`config.mk`:
```
export PLATFORM = sky130hd
export DESIGN_NAME = wb_bram_ctrl_flat
export DESIGN_NICKNAME = d
export VERILOG_FILES = /design/src/rtl/wb_bram_pkg.sv /design/src/rtl/wb_bram_ctrl_if.sv /design/src/rtl/wb_bram_ctrl.sv /design/src/flat_wrapper.sv
export SDC_FILE = /design/constraint.sdc
export NUM_CORES = 1
export LEC_CHECK = 0
export BUFFER_PORTS_ARGS = -buffer_cell sky130_fd_sc_hd__buf_2
export CORE_ASPECT_RATIO = 0.6
export CORE_MARGIN = 4
export CORE_UTILIZATION = 37
export CTS_CLUSTER_DIAMETER = 120
export DETAILED_ROUTE_END_ITERATION = 8
export PLACE_DENSITY = 0.92
export SETUP_SLACK_MARGIN = 0.2
export SYNTH_ARGS = -nofsm -noshare
export SYNTH_HDL_FRONTEND = slang
export SYNTH_SLANG_ARGS = --single-unit
```
`constraint.sdc`:
```
create_clock -name wb_clk_i -period 6.01 [get_ports wb_clk_i]
set_clock_uncertainty 0.15 [all_clocks]
set_input_delay 0 -clock wb_clk_i [delete_from_list [all_inputs] [get_ports wb_clk_i]]
set_output_delay 0 -clock wb_clk_i [all_outputs]
set_load 0.02 [all_outputs]
```
`src/rtl/wb_bram_pkg.sv`:
```
// wb_bram_pkg: shared constants for the Wishbone-to-BRAM controller.
// State encoding, default window/wait settings and the wait counter width.
package wb_bram_pkg;

  localparam int unsigned DW    = 32;
  localparam int unsigned SW    = DW / 8;
  localparam int unsigned CNT_W = 8;

  localparam logic [7:0]  DEF_BASE_HI = 8'h38;
  localparam int unsigned DEF_DELAYS  = 10;

  localparam logic [1:0] S_IDLE    = 2'd0;
  localparam logic [1:0] S_CAPTURE = 2'd1;
  localparam logic [1:0] S_WAIT    = 2'd2;
  localparam logic [1:0] S_ACK     = 2'd3;

endpackage

```
`src/rtl/wb_bram_ctrl_if.sv`:
```
// wb_bram_ctrl_if: Wishbone classic slave-side bus bundle.
// master modport drives the cycle, slave modport answers it.
interface wb_bram_ctrl_if;
  import wb_bram_pkg::*;

  logic          wbs_cyc_i;
  logic          wbs_stb_i;
  logic          wbs_we_i;
  logic [SW-1:0] wbs_sel_i;
  logic [DW-1:0] wbs_adr_i;
  logic [DW-1:0] wbs_dat_i;
  logic          wbs_ack_o;
  logic [DW-1:0] wbs_dat_o;

  modport master (
    output wbs_cyc_i, wbs_stb_i, wbs_we_i, wbs_sel_i, wbs_adr_i, wbs_dat_i,
    input  wbs_ack_o, wbs_dat_o
  );

  modport slave (
    input  wbs_cyc_i, wbs_stb_i, wbs_we_i, wbs_sel_i, wbs_adr_i, wbs_dat_i,
    output wbs_ack_o, wbs_dat_o
  );

endinterface

```
`src/rtl/wb_bram_ctrl.sv`:
```
// wb_bram_ctrl: Wishbone classic slave in front of a 1-cycle-latency BRAM.
// Decodes the BASE_HI window, issues one BRAM access per transfer, captures
// read data and returns a one-cycle ack.
// Optional macro WB_BRAM_WAIT_EN inserts DELAYS wait cycles before the ack.
module wb_bram_ctrl
  import wb_bram_pkg::*;
#(
  parameter logic [7:0]  BASE_HI = DEF_BASE_HI,
  parameter int unsigned DELAYS  = DEF_DELAYS
) (
  input  logic          wb_clk_i,
  input  logic          wb_rst_i,
  wb_bram_ctrl_if.slave wbs,
  output logic          bram_en,
  output logic [SW-1:0] bram_we,
  output logic [DW-1:0] bram_a,
  output logic [DW-1:0] bram_di,
  input  logic [DW-1:0] bram_do
);

  logic [1:0]    state;
  logic          we_q;
  logic          ack_q;
  logic [DW-1:0] dat_q;
  logic          req;
  logic          issue;
  logic          unused_ok;

`ifdef WB_BRAM_WAIT_EN
  logic [CNT_W-1:0] cnt;
`endif

  assign req = wbs.wbs_cyc_i & wbs.wbs_stb_i & (wbs.wbs_adr_i[31:24] == BASE_HI);

  assign wbs.wbs_ack_o = ack_q;
  assign wbs.wbs_dat_o = dat_q;

`ifdef WB_BRAM_WAIT_EN
  assign unused_ok = ^wbs.wbs_adr_i[1:0];
`else
  assign unused_ok = ^{wbs.wbs_adr_i[1:0], (DELAYS == 0)};
`endif

  // BRAM port is only driven in the IDLE issue cycle; reset also blocks it
  // so a held strobe cannot sneak an access through while reset is high.
  always_comb begin
    issue   = (state == S_IDLE) & req & ~wb_rst_i;
    bram_en = issue;
    bram_we = (issue & wbs.wbs_we_i) ? wbs.wbs_sel_i : '0;
    bram_a  = issue ? {2'b00, wbs.wbs_adr_i[31:2]} : '0;
    bram_di = issue ? wbs.wbs_dat_i : '0;
  end

  // Transfer sequencing: issue, capture, optional wait, single-cycle ack.
  always_ff @(posedge wb_clk_i or posedge wb_rst_i) begin
    if (wb_rst_i) begin
      state <= S_IDLE;
      we_q  <= 1'b0;
      ack_q <= 1'b0;
      dat_q <= '0;
`ifdef WB_BRAM_WAIT_EN
      cnt   <= '0;
`endif
    end else begin
      case (state)
        S_IDLE: begin
          ack_q <= 1'b0;
          if (req) begin
            we_q  <= wbs.wbs_we_i;
            state <= S_CAPTURE;
          end
        end
        S_CAPTURE: begin
          // Read data lands even if the master aborts this cycle.
          if (!we_q) dat_q <= bram_do;
          if (!wbs.wbs_cyc_i) begin
            state <= S_IDLE;
          end else begin
`ifdef WB_BRAM_WAIT_EN
            cnt   <= CNT_W'(DELAYS - 1);
            state <= S_WAIT;
`else
            ack_q <= 1'b1;
            state <= S_ACK;
`endif
          end
        end
`ifdef WB_BRAM_WAIT_EN
        S_WAIT: begin
          if (!wbs.wbs_cyc_i) begin
            state <= S_IDLE;
          end else if (cnt == '0) begin
            ack_q <= 1'b1;
            state <= S_ACK;
          end else begin
            cnt <= cnt - 1'b1;
          end
        end
`endif
        S_ACK: begin
          ack_q <= 1'b0;
          state <= S_IDLE;
        end
        default: begin
          ack_q <= 1'b0;
          state <= S_IDLE;
        end
      endcase
    end
  end

endmodule

```
`src/flat_wrapper.sv`:
```
// flat-port wrapper written by rule: the top's interface ports become plain ports
module wb_bram_ctrl_flat import wb_bram_pkg::*;
#(
  parameter logic [7:0]  BASE_HI = DEF_BASE_HI,
  parameter int unsigned DELAYS  = DEF_DELAYS
)
  (wb_clk_i, wb_rst_i, bram_en, bram_we, bram_a, bram_di, bram_do, wbs_wbs_cyc_i, wbs_wbs_stb_i, wbs_wbs_we_i, wbs_wbs_sel_i, wbs_wbs_adr_i, wbs_wbs_dat_i, wbs_wbs_ack_o, wbs_wbs_dat_o);
  wb_bram_ctrl_if wbs_i ();
  input  logic wb_clk_i;
  input  logic wb_rst_i;
  output logic bram_en;
  output logic [SW-1:0] bram_we;
  output logic [DW-1:0] bram_a;
  output logic [DW-1:0] bram_di;
  input  logic [DW-1:0] bram_do;
  input wire logic [$bits(wbs_i.wbs_cyc_i)-1:0] wbs_wbs_cyc_i;
  input wire logic [$bits(wbs_i.wbs_stb_i)-1:0] wbs_wbs_stb_i;
  input wire logic [$bits(wbs_i.wbs_we_i)-1:0] wbs_wbs_we_i;
  input wire logic [$bits(wbs_i.wbs_sel_i)-1:0] wbs_wbs_sel_i;
  input wire logic [$bits(wbs_i.wbs_adr_i)-1:0] wbs_wbs_adr_i;
  input wire logic [$bits(wbs_i.wbs_dat_i)-1:0] wbs_wbs_dat_i;
  output wire logic [$bits(wbs_i.wbs_ack_o)-1:0] wbs_wbs_ack_o;
  output wire logic [$bits(wbs_i.wbs_dat_o)-1:0] wbs_wbs_dat_o;
  assign wbs_i.wbs_cyc_i = wbs_wbs_cyc_i;
  assign wbs_i.wbs_stb_i = wbs_wbs_stb_i;
  assign wbs_i.wbs_we_i = wbs_wbs_we_i;
  assign wbs_i.wbs_sel_i = wbs_wbs_sel_i;
  assign wbs_i.wbs_adr_i = wbs_wbs_adr_i;
  assign wbs_i.wbs_dat_i = wbs_wbs_dat_i;
  assign wbs_wbs_ack_o = wbs_i.wbs_ack_o;
  assign wbs_wbs_dat_o = wbs_i.wbs_dat_o;
  wb_bram_ctrl #(.BASE_HI(BASE_HI), .DELAYS(DELAYS)) u_core (.wb_clk_i(wb_clk_i), .wb_rst_i(wb_rst_i), .wbs(wbs_i), .bram_en(bram_en), .bram_we(bram_we), .bram_a(bram_a), .bram_di(bram_di), .bram_do(bram_do));
endmodule
```
# == Word level (Yosys, flattened, before mapping) ==
# Index checks and enable logic that the tools add are counted.
# totals
inputBits,105
ff_bits,36
# op_classes
n_bitwise,7
n_eq_ne,4
reduce_logical,3
muxes,8
# op_table
operator,n
$mux 32,1
$mux 30,1
$eq 8x6->1 const B,1
$and 1x1->1,5
$mux 2,2
$mux 4,1
$pmux 2 s2,1
$reduce_and 2->1,2
$eq 2x1->1 const B,1
$logic_not 2->1,1
$mux 1,2
$ne 2x1->1 const B,1
$ne 2x2->1 const B,1
$not 1->1,2

# == Logic depth before layout (Yosys ltp) ==
# Gate-level depths: netlist of run 1.
# logic_depth
ltp_word,6
ltp_mapped,5

# == Worst setup path after synthesis of run 1 ==
# No wires, ideal clock.
# synth_path
kind,flip-flop to output port
start,register u_core.state[0]
end,output port bram_a[13]
n_path_buf,2
path_stages_with_launch,6
t_arrival_ps,1950
slack_ps,3910
path_cell_list,dfrtp_1 or4b_1 buf_2 nor4_4 buf_6 and2_1
# synth_via
elab_chain_cells,4
# synth_rtl
element,line_no,rtl
from (decl),wb_bram_ctrl.sv:21,logic [1:0] state;
from (signal assigned),wb_bram_ctrl.sv:57,state <= S_IDLE;
from (signal assigned),wb_bram_ctrl.sv:70,state <= S_CAPTURE;
from (signal assigned),wb_bram_ctrl.sv:77,state <= S_IDLE;
$logic_not 2->1,wb_bram_ctrl.sv:47,issue = (state == S_IDLE) & req & ~wb_rst_i;
$and 1x1->1 (2 in series),wb_bram_ctrl.sv:47,
net bram_en,flat_wrapper.sv:11,output logic bram_en;
$mux 30,wb_bram_ctrl.sv:50,"bram_a = issue ? {2'b00, wbs.wbs_adr_i[31:2]} : '0;"
to (decl),flat_wrapper.sv:13,output logic [DW-1:0] bram_a;
# The timed path passes the listed nets, and every way through them passes these cells.

# == Worst setup path in the final report of run 1 ==
# layout_path
start,register u_core.state[0]
end,output port bram_di[8]
# layout_via
elab_chain_cells,4
# layout_rtl
element,line_no,rtl
$logic_not 2->1,wb_bram_ctrl.sv:47,
$and 1x1->1 (2 in series),wb_bram_ctrl.sv:47,
$mux 32,wb_bram_ctrl.sv:51,bram_di = issue ? wbs.wbs_dat_i : '0;
to (decl),flat_wrapper.sv:14,output logic [DW-1:0] bram_di;
# No other way between the ends.

==> impl_metrics.csv, run 1 <==
group,metric,value,unit
pwr,p_total,0.584,mW
clock_tree,cts-root-buf,"clkbuf_8",
synth,yosysSeqAreaShare,0.477,
cells_and_area,syn2layout_area_growth,75.6,%
route,drt_iter0_drc,43,
synth,synth-seq-cells,36,
clock_tree,htreeDepth,2,
clock_tree,cts_setup_buffers,0,
worst_setup_path,crit_type,"reg -> out",
synth,synth.area.top_cells,"dfrtp_1 48%, mux2_2 20%, and2_1 19%",
floorplan,rows,19,
worst_setup_path,timing.rr.end,"u_core.we_q$_DFFE_PP0P_",
placed_design,hpwl,5390,um
sta,relSlewSlack,0.653,
synth,yosys.area.top_type,"dfrtp_1",
sta,hold_viol_final,0,
worst_setup_path,reg2regPathDepth,3,
worst_hold_path,min_path_cells,3,
clock_tree,cts_tree,"yes",
route,firstDrtPassIters,4,
clock_tree,clk_pin_slew,0.07,ns
global_route,grt_max_degree,56,
synth,ys_async_sr_fraction,1.00,
clock_tree,cts_buffers,5,
clock_tree,ctsHoldBuffers,35,
pwr,p_leak,1.98,nW
global_route,grt_pass1_wl,11300,um
sta,fin_setup_tns,0,ns
worst_setup_path,crit_required,5.86,ns
synth,ys_warn_count,0,
worst_setup_path,reg2reg_from,"u_core.state[0]$_DFFE_PP0P_",
floorplan,start_util,0.397,
floorplan,die_y,63.4,um
clock_tree,clockBufferDepth,2,
worst_setup_path,critPathLaunchType,"flop",
cells_and_area,n_antenna_cell,0,
run_status,outcome,"finished clean",
cells_and_area,drive_gt1_frac,0.613,
worst_setup_path,cp.arrival,2.48,ns
pwr,peakVddDrop,137,uV
pwr,powerDensity,176,mW/mm^2
floorplan,die_w,100,um
worst_setup_path,critPathCaptureType,"output port",
sta,timing.fmax,380,MHz
synth,synth-edff-count,0,
cells_and_area,n_fill_cell,370,
worst_setup_path,crit_fanout,55,
sta,drv_slew,0,
global_route,grt_overflow,0,
route,wirelength,7180,um
floorplan,die_area,0.00635,mm^2
sta,finalCritPeriodShare,0.438,
clock_tree,cts_sinks,36,
route,vias,2069,
global_route,grt_usage,0.225,
sta,finalSetupViolCount,0,
placed_design,gp_congestion,0.849,
route,drc_errors,0,
clock_tree,cts_resized,0,
cells_and_area,final_nets,499,
sta,worst_pin_slew,0.516,ns
worst_hold_path,holdCritStartpoint,"wbs_wbs_adr_i[5]",
synth,synth_area_per_cell,11.6,um^2
clock_tree,clock_latency,0.28,ns
sta,min_period,2.63,ns
global_route,grt_pass1_vias,2220,
worst_setup_path,r2r_slack,3.98,ns
synth,synth_top_area_frac,0.477,
worst_hold_path,worstHoldEndpoint,"bram_a[3]",
floorplan,coreArea,0.00475,mm^2
flow_run,cap_violations,0,
route,routedWlPerCell,15.7,um
synth,synthCells,163,
synth,synthesis.area,0.00189,mm^2
route,viasPerCell,4.52,
global_route,antenna_found_initial,0,
synth,synth_flop_cell,"dfrtp_1",
route,ant_nets,0,
floorplan,io_pins,207,
placed_design,io_buffers,197,
worst_hold_path,hold_class,"in -> out",
synth,netlist-cell-type-count,17,
sta,rsz0062_at_grt,"no",
==> logic make-up (layout without fill, tap and decap cells) <==
family,after synthesis,count (layout),share of synthesized area
mux,33,33,0.197
other cells,1,7,0.00198
compound gates,1,1,0.00265
flops,36,36,0.477
buf+inv,19,245,0.0722
simple gates,73,73,0.250
==> cells in the final DEF, fill, tap and decap left out <==
cell type        n
buf_4            3
dfrtp_1         36
nor4_1           4
inv_1            2
nor2_1           3
or3_1            1
clkbuf_1         1
o21ai_0          1
clkinvlp_4       1
mux2_2          33
and2_1          58
or4b_1           2
buf_2          197
nor2_2           1
dlygate4sd3_1   35
nand4b_1         1
clkbuf_8         6
nand2b_1         2
nor4_4           1
conb_1           7
==> layer usage <==
layer / global-route usage / vias up / share of wire
met2: 0.400 / 112 / 0.52
met5: 0 / - / 0
met1: 0.245 / 954 / 0.36
met4: 0.0756 / 0 / 0.022
li1: - / 984 / -
met3: 0.0849 / 19 / 0.10
==> power by group <==
group | switching [mW] | total, mW | leakage, nW | internal, mW
logic | 0.0653 | 0.134 | 1.46 | 0.0686
registers | 0.0107 | 0.274 | 0.475 | 0.263
clock network | 0.0836 | 0.177 | 0.0445 | 0.0931
==> flip-flops by register name, summed over array words and instances, names as in the netlist <==
name and count:
u_core.wbs.wbs_dat_o 32, u_core.state 2, u_core.wbs.wbs_ack_o 1, u_core.we_q 1
==> metrics by stage <==
step / instance area, um^2 / hold slack, ns / std cells / utilization / worst slack, ns
floorplan: 1910 / -0.0605 / 169 / - / 3.91
global placement: 2870 / 0.0421 / 415 / 0.604 / 3.76
detailed placement: 2870 / 0.0402 / 415 / 0.604 / 3.71
CTS: 3320 / 0.160 / 458 / 0.698 / 3.39
global route: 3320 / 0.178 / 458 / 0.698 / 3.20
finish: 3320 / 0.168 / 458 / 0.698 / 3.38
==> cell usage after synthesis (all sizes together) (2+ instances only) <==
| cell type | number |
|---|---|
| and2 | 58 |
| buf | 13 |
| clkbuf | 4 |
| dfrtp | 36 |
| inv | 2 |
| mux2 | 33 |
| nand2b | 2 |
| nor2 | 4 |
| nor4 | 5 |
| or4b | 2 |
==> layout make-up <==
class / count / area [um^2] / area share
Clock inverter: 1 / 7.51 / 0.00226
Timing Repair Buffer: 235 / 1360 / 0.410
Multi-Input combinational cell: 114 / 877 / 0.264
Tap cell: 63 / 78.8 / 0.0238
Inverter: 2 / 7.51 / 0.00226
Sequential cell: 36 / 901 / 0.272
Clock buffer: 7 / 86.3 / 0.0260
==> worst max-delay path by stage <==
stage,startpoint,endpoint,cells after the start
after detailed placement,u_core.state[0]$_DFFE_PP0P_,bram_di[8],5
after floorplan,u_core.state[0]$_DFFE_PP0P_,bram_a[13],5
after global placement,u_core.state[0]$_DFFE_PP0P_,bram_di[8],5
final,u_core.state[0]$_DFFE_PP0P_,bram_di[8],5
after global routing,u_core.state[0]$_DFFE_PP0P_,bram_di[8],5
after CTS,u_core.state[0]$_DFFE_PP0P_,bram_di[8],5
==> worst max-delay path, cell delays in order, from the launching register on <==
cell and delay (ns):
dfrtp_1 0.38, or4b_1 0.67, nor4_4 0.29, buf_4 0.38, and2_1 0.27, buf_2 0.20
(Power assumes the default switching activity.)
==> inputs of run 2 (changes only) <==
- ABC_AREA: unset -> 1
- CORE_UTILIZATION: 37 -> 38
- PLACE_DENSITY: 0.92 -> 0.88
- clock period: 6.01 -> 2.45 ns (I/O delays scaled with it)
==> run 2 against run 1 <==
Synthesized cell count up 85%. First-iteration DRC count grew to 2.9 times the previous value. Sequential cell count unchanged. Sequential share of layout area down 3.1 points. Global-route usage down 3.4 points. Die area up 14%. Core utilization shrank 3.4 points. Cell count grew 35%. Critical path depth up 5. Critical endpoint is now u_core.we_q$_DFFE_PP0P_.
==> impl_metrics.csv, run 2 <==
group,metric,value,unit
synth,yosysSeqAreaShare,0.400,
synth,yosys.area.top_type,"dfrtp_1",
cells_and_area,final_common_cell,"buf_2",
route,routedWlPerCell,11.7,um
cells_and_area,drive_gt1_frac,0.460,
route,ant_nets,0,
route,wirelength,7200,um
floorplan,die_y,67.7,um
worst_hold_path,hold_class,"in -> out",
synth,synth_most_common_cell,"inv_1",
route,firstDrtPassIters,4,
route,drt_iter0_drc,125,
pwr,p_leak,2.48,nW
worst_setup_path,cp.arrival,2.18,ns
clock_tree,clockBufferDepth,2,
worst_setup_path,crit_required,2.47,ns
clock_tree,cts_tree,"yes",
synth,synth_common_cells,"100 x inv_1, 49 x nor2_1, 40 x nand2_1",
floorplan,rows,21,
cells_and_area,layout_common_cells,"197 x buf_2, 100 x inv_1, 48 x nor2_1",
worst_setup_path,critPathLaunchType,"input pin",
worst_hold_path,min_path_cells,4,
synth,synthAdderAreaFrac,0,
placed_design,io_buffers,197,
global_route,grt_pass1_vias,2338,
global_route,grt_usage,0.191,
route,viasPerCell,3.98,
sta,hold_viol_final,0,
synth,synthCells,302,
run_status,outcome,"finished clean",
global_route,grt_pass1_wl,10900,um
route,vias,2455,
global_route,antenna_found_initial,0,
synth,synth.area.top_cells,"dfrtp_1 40%, inv_1 17%, nor2_4 8.5%",
cells_and_area,final_nets,641,
synth,synth-xor-area-share,0,
synth,synth_area_per_cell,7.46,um^2
synth,muxShareOfSynthArea,0,
synth,synth-edff-count,0,
clock_tree,clk_pin_slew,0.07,ns
synth,ys_warn_count,0,
cells_and_area,largest_reg_flops,32,
sta,min_period,2.16,ns
floorplan,die_area,0.00727,mm^2
synth,synth_top_family_by_area,"buffers and inverters",
sta,fin_setup_tns,0,ns
worst_hold_path,holdCritStartpoint,"wbs_wbs_dat_i[9]",
clock_tree,htreeDepth,2,
sta,timing.hold.ws,0.161,ns
floorplan,coreArea,0.00565,mm^2
sta,finalCritPeriodShare,0.883,
synth,synth_top_area_frac,0.400,
worst_setup_path,reg2reg_from,"u_core.state[0]$_DFFE_PP0P_",
clock_tree,cts_sinks,36,
worst_setup_path,crit_fanout,3,
worst_setup_path,crit_type,"in -> reg",
cells_and_area,syn2layout_area_growth,66.5,%
placed_design,gp_congestion,0.772,
synth,synth_flop_cell,"dfrtp_1",
cells_and_area,n_antenna_cell,0,
worst_setup_path,startpoint,"wbs_wbs_adr_i[31]",
cells_and_area,n_fill_cell,437,
synth,synth-seq-cells,36,
synth,netlist-cell-type-count,19,
sta,rsz0062_at_grt,"no",
pwr,powerDensity,452,mW/mm^2
global_route,grt_overflow,0,
flow_run,cap_violations,0,
sta,timing.fmax,462,MHz
placed_design,hpwl,5240,um
floorplan,io_pins,207,
worst_setup_path,critPathCaptureType,"flop",
global_route,grt_max_degree,59,
synth,synth_compound_area_frac,0.0999,
synth,synth_simple_gate_area_frac,0.248,
sta,drv_slew,0,
sta,finalSetupViolCount,0,
worst_setup_path,reg2regPathDepth,7,
floorplan,start_util,0.399,
synth,synthesis.area,0.00225,mm^2
pwr,peakVddDrop,276,uV
synth,ys_async_sr_fraction,1.00,
clock_tree,clock_latency,0.28,ns
clock_tree,cts_buffers,5,
route,drc_errors,0,
clock_tree,cts-root-buf,"clkbuf_8",
floorplan,die_w,107,um
[run 2: cell type report]
class	instances	area, um^2	share of cell area
Multi-Input combinational cell	151	818	0.218
Clock buffer	5	68.8	0.0183
Inverter	101	379	0.101
Clock inverter	3	42.5	0.0113
Tap cell	80	100	0.0267
Timing Repair Buffer	241	1440	0.384
Sequential cell	36	901	0.240
[run 2: repair_timing]
item	CTS	global route
setup endpoints to repair	0	2
endpoints found under the hold margin	72	0
hold buffers	40	0
gates resized for setup	0	2
buffers inserted	0	1
[run 2: through the flow]
stage	power, mW	std cells	utilization	cell area [um^2]	worst slack, ns
2_1_floorplan	0.965	308	-	2280	0.731
3_3_place_gp	1.13	568	0.571	3220	0.796
3_5_place_dp	1.14	568	0.571	3220	0.760
4_1_cts	1.71	616	0.661	3740	0.262
5_1_grt	1.80	617	0.664	3750	0.216
6_report	1.70	617	0.664	3750	0.287
[run 2: logic make-up (layout without fill, tap and decap cells)]
family,after synthesis,count (layout)
and+or+nand+nor,111,111
DFF,36,36
AOI/OAI and AO/OA,33,33
other,1,7
buffers and inverters,121,350
[run 2: worst max-delay path, cell delays in order]
cell           delay (ns)
dlygate4sd3_1        0.54
buf_2                0.13
inv_1                0.05
nand2_1              0.07
nor2_4               0.12
dlygate4sd3_1        0.55
nand2_1              0.07
nand2_1              0.06
nand2_1              0.04
dlygate4sd3_1        0.54
[run 2: path summary, 6_finish.rpt]
path                                                             end  slack [ns]
worst max-delay path                         u_core.we_q$_DFFE_PP0P_        0.29
worst min-delay path                                      bram_di[9]        0.16
worst max register to register               u_core.we_q$_DFFE_PP0P_        0.30
worst min register to register  u_core.wbs.wbs_dat_o[28]$_DFFE_PP0P_        0.33
max in group asynchronous       u_core.wbs.wbs_dat_o[17]$_DFFE_PP0P_        1.50
min in group asynchronous       u_core.wbs.wbs_dat_o[13]$_DFFE_PP0P_        0.33
[run 2: power breakdown]
group / total, mW / leakage [nW] / internal [mW] / switching [mW]
Combinational: 0.471 / 2.02 / 0.206 / 0.266
Clock: 0.514 / 0.0541 / 0.301 / 0.213
Sequential: 0.711 / 0.404 / 0.671 / 0.0403
[run 2: per-layer routing]
layer / vias up / global-route usage / wire (um)
li1: 1288 / - / -
met1: 1075 / 0.226 / 2880
met4: 0 / 0.0394 / 41
met2: 88 / 0.364 / 3850
met3: 4 / 0.0372 / 425
met5: - / 0 / 0
